File: config.mk
export PLATFORM = sky130hd
export DESIGN_NAME = fb_video_out
export DESIGN_NICKNAME = d
export VERILOG_FILES = /design/src/rtl/fb_video_out.sv
export SDC_FILE = /design/constraint.sdc
export NUM_CORES = 1
export LEC_CHECK = 0
export CAP_MARGIN = 10
export CORE_UTILIZATION = 35
export CTS_BUF_LIST = sky130_fd_sc_hd__clkbuf_8
export DETAILED_ROUTE_END_ITERATION = 12
export PLACE_DENSITY_LB_ADDON = 0.12
export SYNTH_ARGS = -nofsm -noshare
export SYNTH_HDL_FRONTEND = slang
export SYNTH_SLANG_ARGS = --single-unit
export TNS_END_PERCENT = 10
File: constraint.sdc
create_clock -name clk -period 1.5 [get_ports clk]
set_input_delay 0.15 -clock clk [delete_from_list [all_inputs] [get_ports clk]]
set_output_delay 0.15 -clock clk [all_outputs]
set_load 0.03 [all_outputs]
File: src/rtl/fb_video_out.sv
// Raster scan-out engine: walks a 3-bit framebuffer one pixel ahead of the
// display and emits hsync/vsync/rgb aligned to the returned pixel data.
module fb_video_out #(
  parameter int H_VIS   = 256,
  parameter int H_FP    = 7,
  parameter int H_SYNC  = 23,
  parameter int H_BP    = 23,
  parameter int V_VIS   = 240,
  parameter int V_FP    = 14,
  parameter int V_SYNC  = 3,
  parameter int V_BP    = 5,
  parameter int PIX_DIV = 2,
  parameter int ADDR_W  = $clog2(H_VIS*V_VIS)
) (
  input  logic              clk,
  input  logic              reset,
  input  logic              en,
  output logic [ADDR_W-1:0] fb_addr,
  output logic              fb_rd,
  input  logic [2:0]        fb_data,
  output logic              hsync,
  output logic              vsync,
  output logic [2:0]        rgb,
  output logic              frame_start,
  output logic [15:0]       frame_cnt
);

  localparam int H_TOT = H_VIS + H_FP + H_SYNC + H_BP;
  localparam int V_TOT = V_VIS + V_FP + V_SYNC + V_BP;
  localparam int H_W   = $clog2(H_TOT);
  localparam int V_W   = $clog2(V_TOT);
  localparam int DIV_W = $clog2(PIX_DIV);

  localparam logic [H_W-1:0]   H_LAST   = H_W'(H_TOT - 1);
  localparam logic [H_W-1:0]   H_VIS_C  = H_W'(H_VIS);
  localparam logic [H_W-1:0]   HS_FIRST = H_W'(H_VIS + H_FP);
  localparam logic [H_W-1:0]   HS_LAST  = H_W'(H_VIS + H_FP + H_SYNC - 1);
  localparam logic [V_W-1:0]   V_LAST   = V_W'(V_TOT - 1);
  localparam logic [V_W-1:0]   V_VIS_C  = V_W'(V_VIS);
  localparam logic [V_W-1:0]   VS_FIRST = V_W'(V_VIS + V_FP);
  localparam logic [V_W-1:0]   VS_LAST  = V_W'(V_VIS + V_FP + V_SYNC - 1);
  localparam logic [DIV_W-1:0] DIV_LAST = DIV_W'(PIX_DIV - 1);

  logic [DIV_W-1:0]  r_divCnt;
  logic [H_W-1:0]    r_h;
  logic [V_W-1:0]    r_v;
  logic [ADDR_W-1:0] r_addr;
  logic [H_W-1:0]    r_hD;
  logic [V_W-1:0]    r_vD;
  logic              r_visD;
  logic              r_fbRd;
  logic [ADDR_W-1:0] r_fbAddr;
  logic              r_hsync;
  logic              r_vsync;
  logic [2:0]        r_rgb;
  logic              r_frameStart;
  logic [15:0]       r_frameCnt;

  logic w_tick;
  logic w_stage1;
  logic w_vis;
  logic w_hWrap;
  logic w_vWrap;

  // Stage 1 is the enabled clk right after a tick; it stalls with en so fb_data is still consumed.
  assign w_tick   = en && (r_divCnt == '0);
  assign w_stage1 = en && (r_divCnt == DIV_W'(1));
  assign w_vis    = (r_h < H_VIS_C) && (r_v < V_VIS_C);
  assign w_hWrap  = (r_h == H_LAST);
  assign w_vWrap  = (r_v == V_LAST);

  always_ff @(posedge clk) begin
    if (!reset) begin
      r_divCnt <= '0;
      r_h      <= '0;
      r_v      <= '0;
      r_addr   <= '0;
    end else if (en) begin
      r_divCnt <= (r_divCnt == DIV_LAST) ? '0 : r_divCnt + DIV_W'(1);
      if (w_tick) begin
        if (w_hWrap) begin
          r_h <= '0;
          r_v <= w_vWrap ? '0 : r_v + V_W'(1);
        end else begin
          r_h <= r_h + H_W'(1);
        end
        if (w_hWrap && w_vWrap) begin
          r_addr <= '0;
        end else if (w_vis) begin
          r_addr <= r_addr + ADDR_W'(1);
        end
      end
    end
  end

  always_ff @(posedge clk) begin
    if (!reset) begin
      r_fbRd   <= 1'b0;
      r_fbAddr <= '0;
      r_hD     <= '0;
      r_vD     <= '0;
      r_visD   <= 1'b0;
    end else begin
      r_fbRd <= w_tick && w_vis;
      if (w_tick) begin
        r_hD   <= r_h;
        r_vD   <= r_v;
        r_visD <= w_vis;
        if (w_vis) begin
          r_fbAddr <= r_addr;
        end
      end
    end
  end

  always_ff @(posedge clk) begin
    if (!reset) begin
      r_rgb        <= 3'b000;
      r_hsync      <= 1'b1;
      r_vsync      <= 1'b1;
      r_frameStart <= 1'b0;
      r_frameCnt   <= 16'd0;
    end else begin
      r_frameStart <= 1'b0;
      if (w_stage1) begin
        r_rgb   <= r_visD ? fb_data : 3'b000;
        r_hsync <= !((r_hD >= HS_FIRST) && (r_hD <= HS_LAST));
        r_vsync <= !((r_vD >= VS_FIRST) && (r_vD <= VS_LAST));
        if ((r_hD == '0) && (r_vD == '0)) begin
          r_frameStart <= 1'b1;
          r_frameCnt   <= r_frameCnt + 16'd1;
        end
      end
    end
  end

  assign fb_rd       = r_fbRd;
  assign fb_addr     = r_fbAddr;
  assign rgb         = r_rgb;
  assign hsync       = r_hsync;
  assign vsync       = r_vsync;
  assign frame_start = r_frameStart;
  assign frame_cnt   = r_frameCnt;

endmodule

==> run summary <==
STATUS
-------------------------------------------------------------------------------
Status ........................................................... finished with violations
Violated checks .................................................. setup timing

TIMING
-------------------------------------------------------------------------------
Setup WS post-layout .............................................   -0.1475 ns
Maximum clock frequency ..........................................   0.6070 GHz
Period Utilization, post-route ...................................       109.8%
Worst Hold Slack .................................................    0.3681 ns
RSZ-0062 raised after global routing .............................          yes
TNS Setup ........................................................    -1.833 ns
Slew margin rel. .................................................       78.57%
Pins Over Slew Limit .............................................            0
Largest clock skew in the final design ...........................  0.008786 ns
Endpoints failing setup ..........................................           32
Fin. Hold Viols ..................................................            0
Transition time at the pin with the least slew margin ............    0.3228 ns
Shortest period the worst path allows ............................     1.648 ns

DETAILED ROUTING
-------------------------------------------------------------------------------
Number of DRC violations after detailed routing ..................            0
DRT Pass-1 Iters .................................................            4
Overall via count from detail_route ..............................         4045
Detailed-route wire length on metal 1 ............................     5.526 mm
Routed wire length on met3 .......................................       392 um
Final antenna-violating net count ................................            0
Drt initial violations ...........................................          203
DR WL/cell .......................................................     14.42 um
Via density ......................................................        5.127
Highest routed metal layer .......................................         met4
Metal2 WL ........................................................     5.189 mm
Routed Wire Length ...............................................     11.38 mm

SETUP PATH
-------------------------------------------------------------------------------
Flop-to-flop setup slack .........................................     -0.15 ns
Critical path data required time .................................      1.78 ns
Delay of the slowest critical-path stage .........................      0.34 ns
Startpoint kind of the worst setup timing path ...................         flop
Kind of capture point of the worst setup path ....................         flop
Slowest stage cell, crit path .................................... sky130_fd_sc_hd__dfxtp_2
Critical path cell sequence ...................................... nor4_4 -> buf_4 -> nand4b_4 -> buf_6 -> o41ai_2
Endpoint of the most critical register-to-register path .......... frame_cnt[7]
Reg2Reg Depth ....................................................            5
Category of the critical setup timing path .......................      reg2reg
Reg-to-reg startpoint ............................................      r_vD[4]
Biggest fanout along the worst timing path .......................            7
Crit path DAT ....................................................      1.93 ns

POWER AND IR DROP
-------------------------------------------------------------------------------
Combinational power share ........................................         9.0%
Power share of the sequential group ..............................        55.8%
Clock network fraction of total power ............................        35.2%
Worst IR drop on VDD .............................................    0.3851 mV
Net switching fraction of the power ..............................       25.72%
Tot Pwr ..........................................................     4.481 mW
Reported leakage power ...........................................     2.450 nW
Switching Power ..................................................     1.153 mW
Cell internal pwr ................................................     3.329 mW
PD cells ......................................................... 733.9 nW/um^2

SYNTH
-------------------------------------------------------------------------------
Area share of the largest cell type after synthesis ..............       44.91%
Post-synthesis cell type with the largest combined area .......... sky130_fd_sc_hd__dfxtp_1
Leading post-synthesis cells by cell area ........................ sky130_fd_sc_hd__dfxtp_1 (45%), sky130_fd_sc_hd__nand2_1 (9.0%), sky130_fd_sc_hd__a21oi_1 (7.0%)
Total number of yosys warnings ...................................            0
Number of nets produced by synthesis .............................          504
Top_reg_cell synth ............................................... sky130_fd_sc_hd__dfxtp_1
Cell area after technology mapping ...............................   4145 sq um
Async S/R FF share, synth ........................................           0%
Post-synth cell types ............................................           48
Share of synthesized area occupied by flip-flops and latches .....       44.91%
Number of instances in the synthesized netlist ...................          492
Number of storage elements in the synthesis netlist ..............           93
Count of flip-flops with a built-in enable after synthesis .......            0
Syn avg cell area ................................................  8.425 sq um

FLOORPLAN
-------------------------------------------------------------------------------
Cell Rows ........................................................           39
Initial Util .....................................................       36.15%
Die Footprint ....................................................  12280 sq um
Die Wd ...........................................................     110.8 um
Placeable core region ............................................  11470 sq um
Die Y-Extent .....................................................     110.8 um
I/O pin count ....................................................           45

CLOCK NETWORK
-------------------------------------------------------------------------------
Level count of the clock H-tree ..................................            3
CTS tree .........................................................        built
Cts hold-fix bufs ................................................            0
Num CTS Buffers ..................................................            9
Clock sinks ......................................................           93
Insertion delay to the later sink of the worst-skew pair .........      0.38 ns
Root buffer selected by CTS ...................................... sky130_fd_sc_hd__clkbuf_8
Number of buffers between clock root and the deepest sink ........            2
Clock-pin slew on the worst setup and hold paths .................      0.09 ns

WORST HOLD PATH
-------------------------------------------------------------------------------
Count of cells along the worst hold path .........................            3
Endpoint with the worst hold slack ...............................       rgb[1]
Hold Crit Start ..................................................   fb_data[1]
Class of the tightest hold or removal check ......................       in2reg

GLOBAL ROUTING
-------------------------------------------------------------------------------
Vias in the first global route ...................................         3833
Largest net degree at the start of global routing ................           32
Global-route wire length before repair ...........................     18.84 mm
Total routing usage reported by global routing ...................       19.10%
Grt total ovfl ...................................................            0
Initial antenna violation count ..................................            0

LAYOUT
-------------------------------------------------------------------------------
Fin cells ........................................................          789
Fraction of layout instances using a drive strength above 1 ......       31.89%
Most common library cell in the layout ignoring fill and taps .... sky130_fd_sc_hd__buf_4
Diode count ......................................................            0
Area added between synthesis and finish ..........................       47.30%
Fill cell count ..................................................         1085
Net count reported at finish .....................................          653
Commonest cells after routing, fill and taps aside ............... sky130_fd_sc_hd__buf_4 (104), sky130_fd_sc_hd__nand2_1 (97), sky130_fd_sc_hd__dfxtp_1 (75)

PLACED DESIGN
-------------------------------------------------------------------------------
DP Cell Count ....................................................          768
Detailed placer's ending HPWL ....................................     8.143 mm
Count of input and output buffers ................................           44
Final weighted congestion of routability-driven global placement .       0.8123
Dpl ws ...........................................................   -0.5006 ns

FLOW RUN
-------------------------------------------------------------------------------
Max-cap violation count ..........................................            0

per-layer routing:
layer  vias to the layer above  global-route usage [%]
met2                        67                   30.89
met3                        19                   3.390
li1                       2094                       -
met5                         -                       0
met1                      1865                   24.80
met4                         0                   8.622
critical path, delay by kind of cell (launching register included):
family                 cells  cell delay [ns]
AND/OR/NAND/NOR            2             0.51
buffers and inverters      2             0.39
flip-flops                 1             0.34
AO/OA/AOI/OAI              1             0.30
Yosys cell counts, types with 2 or more instances:
| cell | number |
|---|---|
| sky130_fd_sc_hd__nand2_1 | 99 |
| sky130_fd_sc_hd__dfxtp_1 | 93 |
| sky130_fd_sc_hd__a21oi_1 | 58 |
| sky130_fd_sc_hd__nand4_1 | 25 |
| sky130_fd_sc_hd__nand3_1 | 16 |
| sky130_fd_sc_hd__nor2_1 | 16 |
| sky130_fd_sc_hd__clkbuf_1 | 15 |
| sky130_fd_sc_hd__inv_1 | 14 |
| sky130_fd_sc_hd__xor2_1 | 13 |
| sky130_fd_sc_hd__nand2b_1 | 11 |
| sky130_fd_sc_hd__o21ai_0 | 11 |
| sky130_fd_sc_hd__o211ai_1 | 10 |
| sky130_fd_sc_hd__or3_1 | 9 |
| sky130_fd_sc_hd__or4_1 | 9 |
| sky130_fd_sc_hd__o311ai_0 | 8 |
| sky130_fd_sc_hd__buf_2 | 7 |
| sky130_fd_sc_hd__a31oi_1 | 6 |
| sky130_fd_sc_hd__and3_1 | 6 |
| sky130_fd_sc_hd__ha_1 | 6 |
| sky130_fd_sc_hd__nor3_1 | 6 |
| sky130_fd_sc_hd__o31ai_1 | 6 |
| sky130_fd_sc_hd__o41ai_1 | 6 |
| sky130_fd_sc_hd__and4_1 | 5 |
| sky130_fd_sc_hd__and2_1 | 4 |
| sky130_fd_sc_hd__mux2i_1 | 4 |
| sky130_fd_sc_hd__nor4_2 | 3 |
| sky130_fd_sc_hd__and4b_1 | 2 |
| sky130_fd_sc_hd__buf_4 | 2 |
| sky130_fd_sc_hd__nor4_1 | 2 |
| sky130_fd_sc_hd__nor4b_4 | 2 |
logic make-up after synthesis:
kind of cell    count (synthesis)  share of synthesized area [%]
fa+ha+maj                       6                          1.811
mux                             4                         0.9659
simple gates                  225                          29.28
compound gates                109                          15.91
flops                          93                          44.91
buf+inv                        42                          4.376
xor+xnor                       13                          2.747
timing repair:
item | CTS | global route
pin swaps | 21 | 12
gates cloned | 2 | 0
resized for setup | 82 | 33
buffers inserted | 1 | 2
endpoints found under the setup margin | 103 | 65
flip-flops by register name (all words and copies together), names as in the netlist:
register and cells:
rgb 3, r_hD 9, frame_start 1, fb_rd 1, r_vD 9, fb_addr 16, hsync 1, vsync 1
frame_cnt 16, r_visD 1, r_v 9, r_divCnt 1, r_h 9, r_addr 16
how the worst max path moves through the flow:
stage               slack (ns)    start             to
finish                   -0.15  r_vD[4]   frame_cnt[7]
global route             -0.26  r_hD[4]   frame_cnt[5]
CTS                      -0.18  r_vD[7]  frame_cnt[15]
detailed placement       -0.50       en         r_v[1]
global placement         -0.48       en         r_v[1]
floorplan                -0.09  r_vD[0]   frame_cnt[2]
stage by stage:
step | util, % | area, sq um
detailed placement | 49.01 | 5620
floorplan | - | 4268
CTS | 51.84 | 5944
finish | 53.25 | 6106
global placement | 49.01 | 5620
global route | 53.25 | 6106
area by class of cell:
cell class / instances / area [sq um] / share of cell area [%]
inverters: 16 / 61.31 / 1.004
clock inverters: 5 / 27.53 / 0.4508
clock buffers: 11 / 151.4 / 2.480
repair buffers: 162 / 1339 / 21.93
multi-input cells: 359 / 2451 / 40.14
well taps: 143 / 178.9 / 2.930
flip-flops and latches: 93 / 1897 / 31.07
power groups by stage:
stage | sequential [mW] | combinational, mW | clock, mW
final | 2.50 | 0.403 | 1.58
after global routing | 2.50 | 0.441 | 1.73
after CTS | 2.50 | 0.389 | 1.63
after detailed placement | 2.56 | 0.371 | 0
after global placement | 2.56 | 0.366 | 0
after floorplan | 2.58 | 0.175 | 0
No activity file was read; power rests on OpenSTA's default activity.
